## src/rtl/wb_arbiter.sv

```systemverilog
// Register-file writeback arbiter: ALU results pass straight through,
// load results wait in a small FIFO; optional bypass lookup via WB_BYPASS_EN.
module wb_arbiter #(
  parameter int DEPTH  = 4,
  parameter int ADDR_W = 5,
  parameter int DATA_W = 32
) (
  input  logic              clk,
  input  logic              rst,
  input  logic              alu_valid,
  input  logic [ADDR_W-1:0] alu_rd,
  input  logic [DATA_W-1:0] alu_data,
  output logic              alu_ready,
  input  logic              ld_valid,
  input  logic [ADDR_W-1:0] ld_rd,
  input  logic [DATA_W-1:0] ld_data,
  output logic              ld_ready,
  output logic              write,
  output logic [ADDR_W-1:0] writeReg,
  output logic [DATA_W-1:0] writeData,
  output logic              pending
`ifdef WB_BYPASS_EN
  ,
  input  logic [ADDR_W-1:0] byp_rd,
  output logic              byp_hit,
  output logic [DATA_W-1:0] byp_data
`endif
);

  localparam int PTR_W = (DEPTH > 1) ? $clog2(DEPTH) : 1;
  localparam int CNT_W = PTR_W + 1;

  typedef struct packed {
    logic [ADDR_W-1:0] rd;
    logic [DATA_W-1:0] data;
  } ent_t;

  ent_t              mem_q [DEPTH];
  ent_t              mem_d [DEPTH];
  logic [PTR_W-1:0]  rd_ptr_q, rd_ptr_d;
  logic [PTR_W-1:0]  wr_ptr_q, wr_ptr_d;
  logic [CNT_W-1:0]  cnt_q, cnt_d;
  logic              write_q, write_d;
  logic [ADDR_W-1:0] wreg_q, wreg_d;
  logic [DATA_W-1:0] wdata_q, wdata_d;

  logic full;
  logic empty;
  logic enq;
  logic deq;
  logic issue;
  ent_t win;

  assign full     = (cnt_q == CNT_W'(DEPTH));
  assign empty    = (cnt_q == '0);
  assign ld_ready = !full;

  assign write     = write_q;
  assign writeReg  = wreg_q;
  assign writeData = wdata_q;
  assign pending   = !empty || write_q;

  // Pick the winner for this cycle and compute next FIFO/output state.
  always_comb begin
    mem_d    = mem_q;
    rd_ptr_d = rd_ptr_q;
    wr_ptr_d = wr_ptr_q;
    cnt_d    = cnt_q;
    wreg_d   = wreg_q;
    wdata_d  = wdata_q;
    write_d  = 1'b0;
    alu_ready = 1'b0;
    deq      = 1'b0;
    issue    = 1'b0;
    win      = '0;
    enq      = ld_valid && !full;

    if (full) begin
      deq   = 1'b1;
      issue = 1'b1;
      win   = mem_q[rd_ptr_q];
    end else if (alu_valid) begin
      alu_ready = 1'b1;
      issue     = 1'b1;
      win       = '{rd: alu_rd, data: alu_data};
    end else if (!empty) begin
      deq   = 1'b1;
      issue = 1'b1;
      win   = mem_q[rd_ptr_q];
    end

    // x0 writes still burn the slot but leave the port idle.
    if (issue && (win.rd != '0)) begin
      write_d = 1'b1;
      wreg_d  = win.rd;
      wdata_d = win.data;
    end

    if (enq) begin
      mem_d[wr_ptr_q] = '{rd: ld_rd, data: ld_data};
      wr_ptr_d        = wr_ptr_q + PTR_W'(1);
    end
    if (deq) begin
      rd_ptr_d = rd_ptr_q + PTR_W'(1);
    end

    unique case ({enq, deq})
      2'b10:   cnt_d = cnt_q + CNT_W'(1);
      2'b01:   cnt_d = cnt_q - CNT_W'(1);
      default: cnt_d = cnt_q;
    endcase
  end

  // State registers; FIFO storage itself needs no reset.
  always_ff @(posedge clk) begin
    if (rst) begin
      rd_ptr_q <= '0;
      wr_ptr_q <= '0;
      cnt_q    <= '0;
      write_q  <= 1'b0;
      wreg_q   <= '0;
      wdata_q  <= '0;
    end else begin
      rd_ptr_q <= rd_ptr_d;
      wr_ptr_q <= wr_ptr_d;
      cnt_q    <= cnt_d;
      write_q  <= write_d;
      wreg_q   <= wreg_d;
      wdata_q  <= wdata_d;
      mem_q    <= mem_d;
    end
  end

`ifdef WB_BYPASS_EN
  logic [PTR_W-1:0] idx;

  // Newest pending value for byp_rd: output register first, then
  // FIFO oldest to youngest so the youngest match overrides.
  always_comb begin
    byp_hit  = 1'b0;
    byp_data = '0;
    idx      = '0;
    if (byp_rd != '0) begin
      if (write_q && (wreg_q == byp_rd)) begin
        byp_hit  = 1'b1;
        byp_data = wdata_q;
      end
      for (int i = 0; i < DEPTH; i++) begin
        idx = rd_ptr_q + PTR_W'(i);
        if ((CNT_W'(i) < cnt_q) && (mem_q[idx].rd == byp_rd)) begin
          byp_hit  = 1'b1;
          byp_data = mem_q[idx].data;
        end
      end
    end
  end
`endif

endmodule
```

## config.mk

```make
export PLATFORM = sky130hd
export DESIGN_NAME = wb_arbiter
export DESIGN_NICKNAME = d
export VERILOG_FILES = /design/src/rtl/wb_arbiter.sv
export SDC_FILE = /design/constraint.sdc
export NUM_CORES = 1
export LEC_CHECK = 0
export CAP_MARGIN = 10
export CORE_MARGIN = 10
export CORE_UTILIZATION = 50
export DETAILED_ROUTE_END_ITERATION = 10
export DONT_BUFFER_PORTS = 1
export SYNTH_ARGS = -nofsm -noshare
export SYNTH_HDL_FRONTEND = slang
export SYNTH_SLANG_ARGS = --single-unit
export TNS_END_PERCENT = 20
```

## constraint.sdc

```tcl
create_clock -name clk -period 2.9 [get_ports clk]
set_clock_uncertainty 0.15 [all_clocks]
set_input_delay 0.29 -clock clk [delete_from_list [all_inputs] [get_ports clk]]
set_output_delay 0.29 -clock clk [all_outputs]
set_load 0.05 [all_outputs]
```

==> results of run 1 <==
[metal layers]
metal	track usage	wire (um)	vias up
li1	-	-	1995
met1	0.193	6910	2191
met2	0.258	8460	103
met3	0.0602	1090	17
met4	0.0480	144	4
met5	0	27	-
[path summary, 6_finish.rpt]
check	from	end	slack (ns)	depth (start not counted)
worst max-delay path	cnt_q[2]$_SDFFE_PP0P_	writeData[7]$_SDFFE_PP0P_	0.37	6
worst max register to register	cnt_q[2]$_SDFFE_PP0P_	writeData[7]$_SDFFE_PP0P_	0.37	6
worst min register to register	cnt_q[2]$_SDFFE_PP0P_	cnt_q[2]$_SDFFE_PP0P_	0.38	2
worst min-delay path	alu_data[16]	writeData[16]$_SDFFE_PP0P_	0.04	3
[worst register-to-register path, cell delays in order, from the launching register on]
cell	delay, ns
dfxtp_1	0.38
or3b_4	0.42
buf_4	0.29
a211o_1	0.40
o22ai_4	0.20
buf_4	0.37
mux2i_1	0.25
[metrics by stage]
stage	utilization	power, W	setup WS, ns	hold WS, ns	instances
3_3_place_gp	0.526	0.00564	0.459	0.210	684
5_1_grt	0.588	0.00821	0.242	0.0432	758
4_1_cts	0.588	0.00793	0.366	0.0174	755
6_report	0.589	0.00782	0.372	0.0377	760
2_1_floorplan	-	0.00533	0.322	0.239	498
3_5_place_dp	0.526	0.00568	0.384	0.218	684
[layout make-up]
| type | instances | area, sq um |
|---|---|---|
| fillers | 1176 | 6320 |
| flip-flops and latches | 193 | 5350 |
| multi-input cells | 260 | 2360 |
| repair buffers | 49 | 465 |
| clock buffers | 17 | 425 |
| well taps | 211 | 264 |
| clock inverters | 15 | 130 |
| inverters | 10 | 37.5 |
| diodes | 5 | 12.5 |
[flip-flops by register name (all words and copies together) (netlist names)]
signal,flops
rd_ptr_q,2
writeData,32
cnt_q,3
mem_q,148
writeReg,5
wr_ptr_q,2
write,1
[kinds of logic after synthesis]
kind of cell,count (synthesis),share of synthesized area
AND/OR/NAND/NOR,93,0.0601
multiplexers,69,0.146
adder cells (fa/ha/maj),6,0.0104
flip-flops,193,0.674
XOR/XNOR,5,0.00552
AO/OA/AOI/OAI,87,0.0743
buffers and inverters,45,0.0289
[report_power, final]
part           switching [W]  internal [W]  total, W  leakage, nW
Clock                0.00105       0.00112   0.00218        0.266
Sequential          0.000675       0.00328   0.00395         1.71
Combinational       0.000916      0.000773   0.00169         1.07
[placed cells by master (no fill, tap or decap), drive strengths merged, types with 3 or more instances in the layout]
| cell | count |
|---|---|
| nand3 | 3 |
| edfxtp | 148 |
| buf | 10 |
| dlygate4sd3 | 39 |
| diode | 5 |
| ha | 5 |
| inv | 16 |
| a21boi | 33 |
| xnor2 | 3 |
| o41ai | 4 |
| clkinv | 6 |
| a21oi | 3 |
| o221ai | 4 |
| mux4 | 37 |
| dfxtp | 45 |
| clkbuf | 17 |
| mux2i | 32 |
| or3 | 3 |
| nor2 | 8 |
| and3 | 32 |
| clkinvlp | 3 |
| and2 | 9 |
| o21ai | 35 |
| nand2 | 36 |
[repair_timing]
action | in CTS | in global routing
gates resized for setup | 0 | 0
hold buffers | 39 | 0
endpoints found under the setup margin | 0 | 0
endpoints found under the hold margin | 160 | 0
==> flow_metrics.env, run 1 <==
export IMPL_cp_num_buf_inv=2
export IMPL_cellPowerDensity_nw_per_um2=865
export IMPL_dieWidth_um=146
export IMPL_place_gp_congestion=0.762
export IMPL_critPathMaxFanout=35
export IMPL_cp_required_ns=3.11
export IMPL_synth_top_area_share=0.561
export IMPL_synthArstFlopShare=0
export IMPL_cts_root_buf="clkbuf_16"
export IMPL_drcViolationCount=0
export IMPL_slew_headroom=0.278
export IMPL_grt_max_degree=71
export IMPL_slowest_stage="or3b_4"
export IMPL_grt_overflow=0
export IMPL_cts_buffers=17
export IMPL_viasPerCell=5.67
export IMPL_dpl_hpwl_mm=10.2
export IMPL_synth_area_per_cell_sq_um=15.9
export IMPL_ys_seq_area_frac=0.674
export IMPL_std_cell_rows=45
export IMPL_numPortBuffers=0
export IMPL_synth_seq_cells=193
export IMPL_die_area_sq_um=21300
export IMPL_critical_path_top_delay_family="buffers and inverters"
export IMPL_ctsLongestPathBuffers=2
export IMPL_synth_ff_type="edfxtp_1"
export IMPL_initialDrtViolationCount=321
export IMPL_cts_setup_buffers=0
export IMPL_cts_tree="built"
export IMPL_clk_latency_ns=0.42
export IMPL_status="finished, final reports clean"
export IMPL_synth_cell_area_sq_um=7930
export IMPL_period_share=0.872
export IMPL_worstPathArrival_ns=2.74
export IMPL_slew_violations=0
export IMPL_rsz0062_at_grt="no"
export IMPL_ant_nets=0
export IMPL_cts_sinks=193
export IMPL_core_sq_um=15400
export IMPL_syn_inst=498
export IMPL_grt_pass1_wl_mm=26.1
export IMPL_h_tree_depth=4
export IMPL_ys_warnings_count=0
export IMPL_design_area_sq_um=9050
export IMPL_maxCapViolCount=0
export IMPL_setup_violations_final=0
export IMPL_drtPass1Iterations=4
export IMPL_synthDistinctLibCells=36
export IMPL_leakage_nw=3.05
export IMPL_dpl_cell_area_sq_um=8090
export IMPL_grt_usage=0.159
export IMPL_num_io_pins=119
export IMPL_fin_setup_tns_ns=0
export IMPL_crit_chain="or3b_4 -> buf_4 -> a211o_1 -> o22ai_4 -> buf_4 -> mux2i_1"
export IMPL_synthTopCellsByArea="edfxtp_1 (56%), dfxtp_1 (11%), mux4_2 (9.9%)"
export IMPL_vias=4310
export IMPL_first_global_vias=4503
export IMPL_ys_top_cells_by_count="edfxtp_1 (148), dfxtp_1 (45), nand2_1 (36)"
export IMPL_vdd_drop_max_mv=0.444
export IMPL_cpPeakStageDelay_ns=0.42
export IMPL_syn_nets=582
export IMPL_worst_slew_pin_slew_ns=1.08
export IMPL_start_kind="register"
export IMPL_area_growth_pct=14.1
export IMPL_hold_path_class="input port to register"
export IMPL_fp_dieH_um=146
export IMPL_wl_per_cell_um=21.9
export IMPL_final_hold_viol_count=0
export IMPL_yosysTopAreaCell="edfxtp_1"
export IMPL_worstSetupPathType="register to register"
export IMPL_fmax_mhz=396
export IMPL_drt_total_wl_mm=16.6
export IMPL_drive_gt1_frac=0.160
export IMPL_yosysMostFrequentCell="edfxtp_1"
export IMPL_antenna_found_initial=7
export IMPL_nets=615
export IMPL_setup_worst_path_end_class="register"
export IMPL_period_needed_ns=2.53
export IMPL_critPathMostFrequentCell="buf_4"
export IMPL_initial_core_util=0.516
export IMPL_clk_pin_slew_ns=0.07
export IMPL_synth_edf_count=148
(Power assumes the default switching activity.)
==> run 2: changes to the inputs <==
- CORE_UTILIZATION: 50 -> 60
- PLACE_DENSITY: default -> 0.76
- TNS_END_PERCENT: 20 -> default
==> run 2 against run 1 <==
Against the previous run: global-route usage is 2.8 points higher; non-clock buffer count up 2; routed wire length shrank 1.8%; power grew 0.31%; combinational power barely moved; register-to-register slack improved by 0.06 ns; highest routed layer unchanged.
==> flow_metrics.env, run 2 (synthesis results as in run 1) <==
export IMPL_status="finished, final reports clean"
export IMPL_dieWidth_um=135
export IMPL_ant_nets=0
export IMPL_worstPathArrival_ns=2.68
export IMPL_wl_per_cell_um=22.7
export IMPL_fin_setup_tns_ns=0
export IMPL_grt_overflow=0
export IMPL_setup_slack_ns=0.436
export IMPL_initial_core_util=0.621
export IMPL_fmax_mhz=406
export IMPL_maxCapViolCount=0
export IMPL_worst_slew_pin_slew_ns=1.05
export IMPL_vdd_drop_max_mv=0.607
export IMPL_holdWs_ns=0.0141
export IMPL_initialDrtViolationCount=321
export IMPL_final_hold_viol_count=0
export IMPL_r2r_end="cnt_q[2]$_SDFFE_PP0P_"
export IMPL_period_share=0.850
export IMPL_area_growth_pct=14.0
export IMPL_cp_num_buf_inv=1
export IMPL_worstSetupPathType="register to register"
export IMPL_grt_usage=0.187
export IMPL_drt_total_wl_mm=16.3
export IMPL_final_cell_mix="edfxtp_1 (148), dfxtp_1 (43), dlygate4sd3_1 (39)"
export IMPL_nets=617
export IMPL_clk_pin_slew_ns=0.07
export IMPL_grt_pass1_wl_mm=25.9
export IMPL_place_gp_congestion=0.744
export IMPL_final_common_cell="edfxtp_1"
export IMPL_h_tree_depth=4
export IMPL_core_sq_um=12800
export IMPL_slowest_stage="or3b_4"
export IMPL_ctsLongestPathBuffers=2
export IMPL_fill_cells=800
export IMPL_leakage_nw=3.07
export IMPL_min_path_cells=3
export IMPL_groute_layer_met2_usage=0.309
export IMPL_cts_sinks=193
export IMPL_dpl_hpwl_mm=10.2
export IMPL_cpPeakStageDelay_ns=0.44
export IMPL_place_ws_ns=0.472
export IMPL_utilization=0.707
export IMPL_met3_usage=0.0694
export IMPL_busiest_layer="met2"
export IMPL_period_needed_ns=2.46
export IMPL_grt_max_degree=44
export IMPL_cts_root_buf="clkbuf_16"
export IMPL_seq_area_sq_um=5350
export IMPL_ctsResizeCount=0
export IMPL_setup_violations_final=0
export IMPL_first_global_vias=4598
export IMPL_cts_tree="built"
export IMPL_clk_latency_ns=0.43
export IMPL_setup_worst_path_end_class="register"
export IMPL_rsz0062_at_grt="no"
export IMPL_crit_chain="or3b_4 -> nand2_1 -> ha_1 -> inv_1 -> fa_1 -> xor2_1 -> or3_1 -> a21oi_1"
export IMPL_power_w=0.00785
export IMPL_critical_path_top_delay_family="simple AND/OR/NAND/NOR gates"
export IMPL_critPathMaxFanout=5
export IMPL_rrSetupSlack_ns=0.44
export IMPL_top_register="mem_q"
export IMPL_drcViolationCount=0
export IMPL_slew_headroom=0.302
export IMPL_start_kind="register"
export IMPL_antenna_found_initial=3
export IMPL_r2r_start="cnt_q[0]$_SDFFE_PP0P_"
export IMPL_drive_gt1_frac=0.159
export IMPL_cellPowerDensity_nw_per_um2=869
export IMPL_std_cell_rows=41
export IMPL_reg2reg_depth=8
export IMPL_slew_violations=0
export IMPL_num_io_pins=119
export IMPL_die_area_sq_um=18200
export IMPL_vias=4306
export IMPL_drtPass1Iterations=5
export IMPL_fp_dieH_um=135
export IMPL_whs_endpoint="writeReg[4]$_SDFFE_PP0P_"
export IMPL_numPortBuffers=0
export IMPL_cp_required_ns=3.11
export IMPL_met1_usage=0.220
export IMPL_cts_buffers=17
export IMPL_hold_path_class="input port to register"
export IMPL_largest_reg_flops=148
export IMPL_multiInputGateArea_sq_um=2360
export IMPL_hold_start="alu_rd[4]"
export IMPL_viasPerCell=5.98
run 2: power by group:
group	total [W]	internal (W)	switching (W)	leakage (nW)
Combinational	0.00169	0.000794	0.000897	1.09
Sequential	0.00397	0.00328	0.000684	1.71
Clock	0.00219	0.00124	0.000949	0.269
Total	0.00785	0.00532	0.00253	3.07
run 2: per-layer routing:
metal  up-vias  wire length [um]  share of wire
met5         -                 7        0.00043
met4         2               215          0.013
met3        21              1330          0.082
met2       129              8310           0.51
met1      2155              6470           0.40
li1       1999                 -              -
run 2: repair_timing:
action	CTS	global route
buffers inserted	0	0
hold endpoints to repair	160	0
hold buffers	39	0
run 2: layout make-up:
class | count | area share
diodes | 2 | 0.000554
inverters | 10 | 0.00415
clock buffers | 22 | 0.0525
multi-input cells | 260 | 0.262
repair buffers | 51 | 0.0559
well taps | 172 | 0.0238
clock inverters | 10 | 0.00942
flip-flops and latches | 193 | 0.592
run 2: how the worst max path moves through the flow:
stage / slack [ns] / cells past startpoint / startpoint / to
global route: 0.28 / 4 / cnt_q[1]$_SDFFE_PP0P_ / mem_q[22]$_DFFE_PP_
global placement: 0.57 / 5 / rd_ptr_q[0]$_SDFFE_PP0P_ / writeData[18]$_SDFFE_PP0P_
detailed placement: 0.47 / 5 / rd_ptr_q[0]$_SDFFE_PP0P_ / writeData[13]$_SDFFE_PP0P_
CTS: 0.45 / 5 / rd_ptr_q[0]$_SDFFE_PP0P_ / writeData[13]$_SDFFE_PP0P_
floorplan: 0.32 / 9 / cnt_q[0]$_SDFFE_PP0P_ / cnt_q[2]$_SDFFE_PP0P_
finish: 0.44 / 8 / cnt_q[0]$_SDFFE_PP0P_ / cnt_q[2]$_SDFFE_PP0P_
run 2: through the flow:
stage / cells / instance area (sq um)
floorplan: 498 / 7930
global placement: 647 / 8080
detailed placement: 647 / 8080
CTS: 718 / 9030
global route: 719 / 9030
finish: 720 / 9030
run 2: worst reg2reg max path: stages, from the launching register on:
cell	delay, ns
dfxtp_1	0.36
or3b_4	0.44
nand2_1	0.17
ha_1	0.21
inv_1	0.07
fa_1	0.37
xor2_1	0.17
or3_1	0.31
a21oi_1	0.14
==> run 3: changes to the inputs <==
- clock period: 2.9 -> 2.5 ns (I/O delays scaled with it)
==> run 3 against run 2 <==
Against the previous run: routed wire length grew 2.4%; clock power grew 22%; clock-buffer cell count grew 4; power grew 19%; non-clock buffer count grew 12; combinational power grew 21%; register-to-register slack lost 0.35 ns; setup slack lost 0.35 ns; final area grew 1.7%; utilization grew 1.2 points; first-iteration DRC count grew 23%; global-route usage grew 0.15 points.
==> flow_metrics.env, run 3 (synthesis results as in run 1) <==
export IMPL_status="finished, final reports clean"
export IMPL_critPathMaxFanout=37
export IMPL_std_cell_rows=41
export IMPL_place_gp_congestion=0.779
export IMPL_dieWidth_um=135
export IMPL_final_common_cell="edfxtp_1"
export IMPL_grt_usage=0.188
export IMPL_setup_violations_final=0
export IMPL_period_share=0.967
export IMPL_slew_violations=0
export IMPL_worst_slew_pin_slew_ns=1.02
export IMPL_drive_gt1_frac=0.168
export IMPL_clk_latency_ns=0.43
export IMPL_setup_worst_path_end_class="register"
export IMPL_drcViolationCount=0
export IMPL_vdd_drop_max_mv=0.586
export IMPL_worstPathArrival_ns=2.31
export IMPL_numPortBuffers=0
export IMPL_top_register="mem_q"
export IMPL_cellPowerDensity_nw_per_um2=1010
export IMPL_grt_max_degree=47
export IMPL_holdWs_ns=0.00481
export IMPL_grt_pass1_wl_mm=26.5
export IMPL_initial_core_util=0.621
export IMPL_leakage_nw=3.16
export IMPL_period_needed_ns=2.42
export IMPL_dpl_hpwl_mm=10.7
export IMPL_vias=4465
export IMPL_cts_sinks=193
export IMPL_cts_tree="built"
export IMPL_cts_setup_buffers=0
export IMPL_drt_total_wl_mm=16.7
export IMPL_final_hold_viol_count=0
export IMPL_nets=629
export IMPL_wl_per_cell_um=22.8
export IMPL_drtPass1Iterations=6
export IMPL_final_cell_mix="edfxtp_1 (148), dlygate4sd3_1 (45), dfxtp_1 (43)"
export IMPL_hold_path_class="input port to register"
export IMPL_ctsLongestPathBuffers=2
export IMPL_fmax_mhz=414
export IMPL_viasPerCell=6.10
export IMPL_cts_buffers=17
export IMPL_dpl_cell_area_sq_um=8130
export IMPL_ant_nets=0
export IMPL_core_sq_um=12800
export IMPL_rsz0062_at_grt="yes"
export IMPL_clk_pin_slew_ns=0.07
export IMPL_first_global_vias=4743
export IMPL_die_area_sq_um=18200
export IMPL_h_tree_depth=4
export IMPL_cts_root_buf="clkbuf_16"
export IMPL_antenna_found_initial=3
export IMPL_slew_headroom=0.323
export IMPL_area_growth_pct=15.9
export IMPL_initialDrtViolationCount=396
export IMPL_largest_reg_flops=148
export IMPL_worstSetupPathType="register to register"
export IMPL_design_area_sq_um=9190
export IMPL_num_io_pins=119
export IMPL_maxCapViolCount=0
export IMPL_grt_overflow=0
export IMPL_fp_dieH_um=135
export IMPL_start_kind="register"
export IMPL_cp_required_ns=2.40
export IMPL_rrSetupSlack_ns=0.08
run 3: changes by cell type in the layout (fill, tap and decap cells not counted), sizes merged:
cell / previous run / this run
buf: 12 / 18
bufinv: 1 / 0
clkbuf: 22 / 26
clkinv: 6 / 4
clkinvlp: 3 / 1
dlygate4sd3: 39 / 45
inv: 10 / 11
run 3: what timing repair did:
action,4_1_cts,5_1_grt
endpoints found under the hold margin,162,0
resized for setup,0,1
endpoints found under the setup margin,0,77
hold buffers,45,0
run 3: power by group:
group / internal [W] / switching, W
clock: 0.00156 / 0.00112
combinational: 0.000951 / 0.00109
sequential: 0.00381 / 0.000773
total: 0.00632 / 0.00298
run 3: layer usage:
| metal | GRT usage | routed length [um] | vias up |
|---|---|---|---|
| met4 | 0.0634 | 238 | 2 |
| met2 | 0.307 | 8320 | 149 |
| met1 | 0.235 | 6930 | 2262 |
| met3 | 0.0571 | 1230 | 25 |
| li1 | - | - | 2027 |
| met5 | 0 | 7 | - |
run 3: per-stage QoR:
step	utilization	setup TNS, ns	cells	total power [W]	setup slack, ns
floorplan	-	0	498	0.00618	0.0139
global placement	0.636	0	653	0.00655	0.137
finish	0.719	0	732	0.00930	0.0822
global route	0.719	-6.14	732	0.00968	-0.0927
detailed placement	0.636	0	653	0.00662	0.0510
CTS	0.718	0	730	0.00935	0.0194
run 3: worst paths after layout:
| check | start | end | depth (start not counted) |
|---|---|---|---|
| max | cnt_q[2]$_SDFFE_PP0P_ | mem_q[81]$_DFFE_PP_ | 5 |
| min | alu_data[17] | writeData[17]$_SDFFE_PP0P_ | 3 |
| max reg2reg | cnt_q[2]$_SDFFE_PP0P_ | mem_q[81]$_DFFE_PP_ | 5 |
| min reg2reg | cnt_q[2]$_SDFFE_PP0P_ | cnt_q[2]$_SDFFE_PP0P_ | 2 |
run 3: worst max-delay path, cell delays in order (launching register included):
cell	delay (ns)
dfxtp_1	0.33
or3b_4	0.27
nand2_1	0.09
buf_4	0.15
nor2_1	0.16
and2_2	0.86
run 3: area by class of cell:
cell class / instances / area (sq um)
inverter: 10 / 37.5
timing repair buffer: 63 / 611
antenna: 2 / 5.00
tap: 172 / 215
sequential: 193 / 5350
clock buffer: 26 / 564
fill: 799 / 3590
clock inverter: 6 / 37.5
multi-input combinational: 260 / 2370
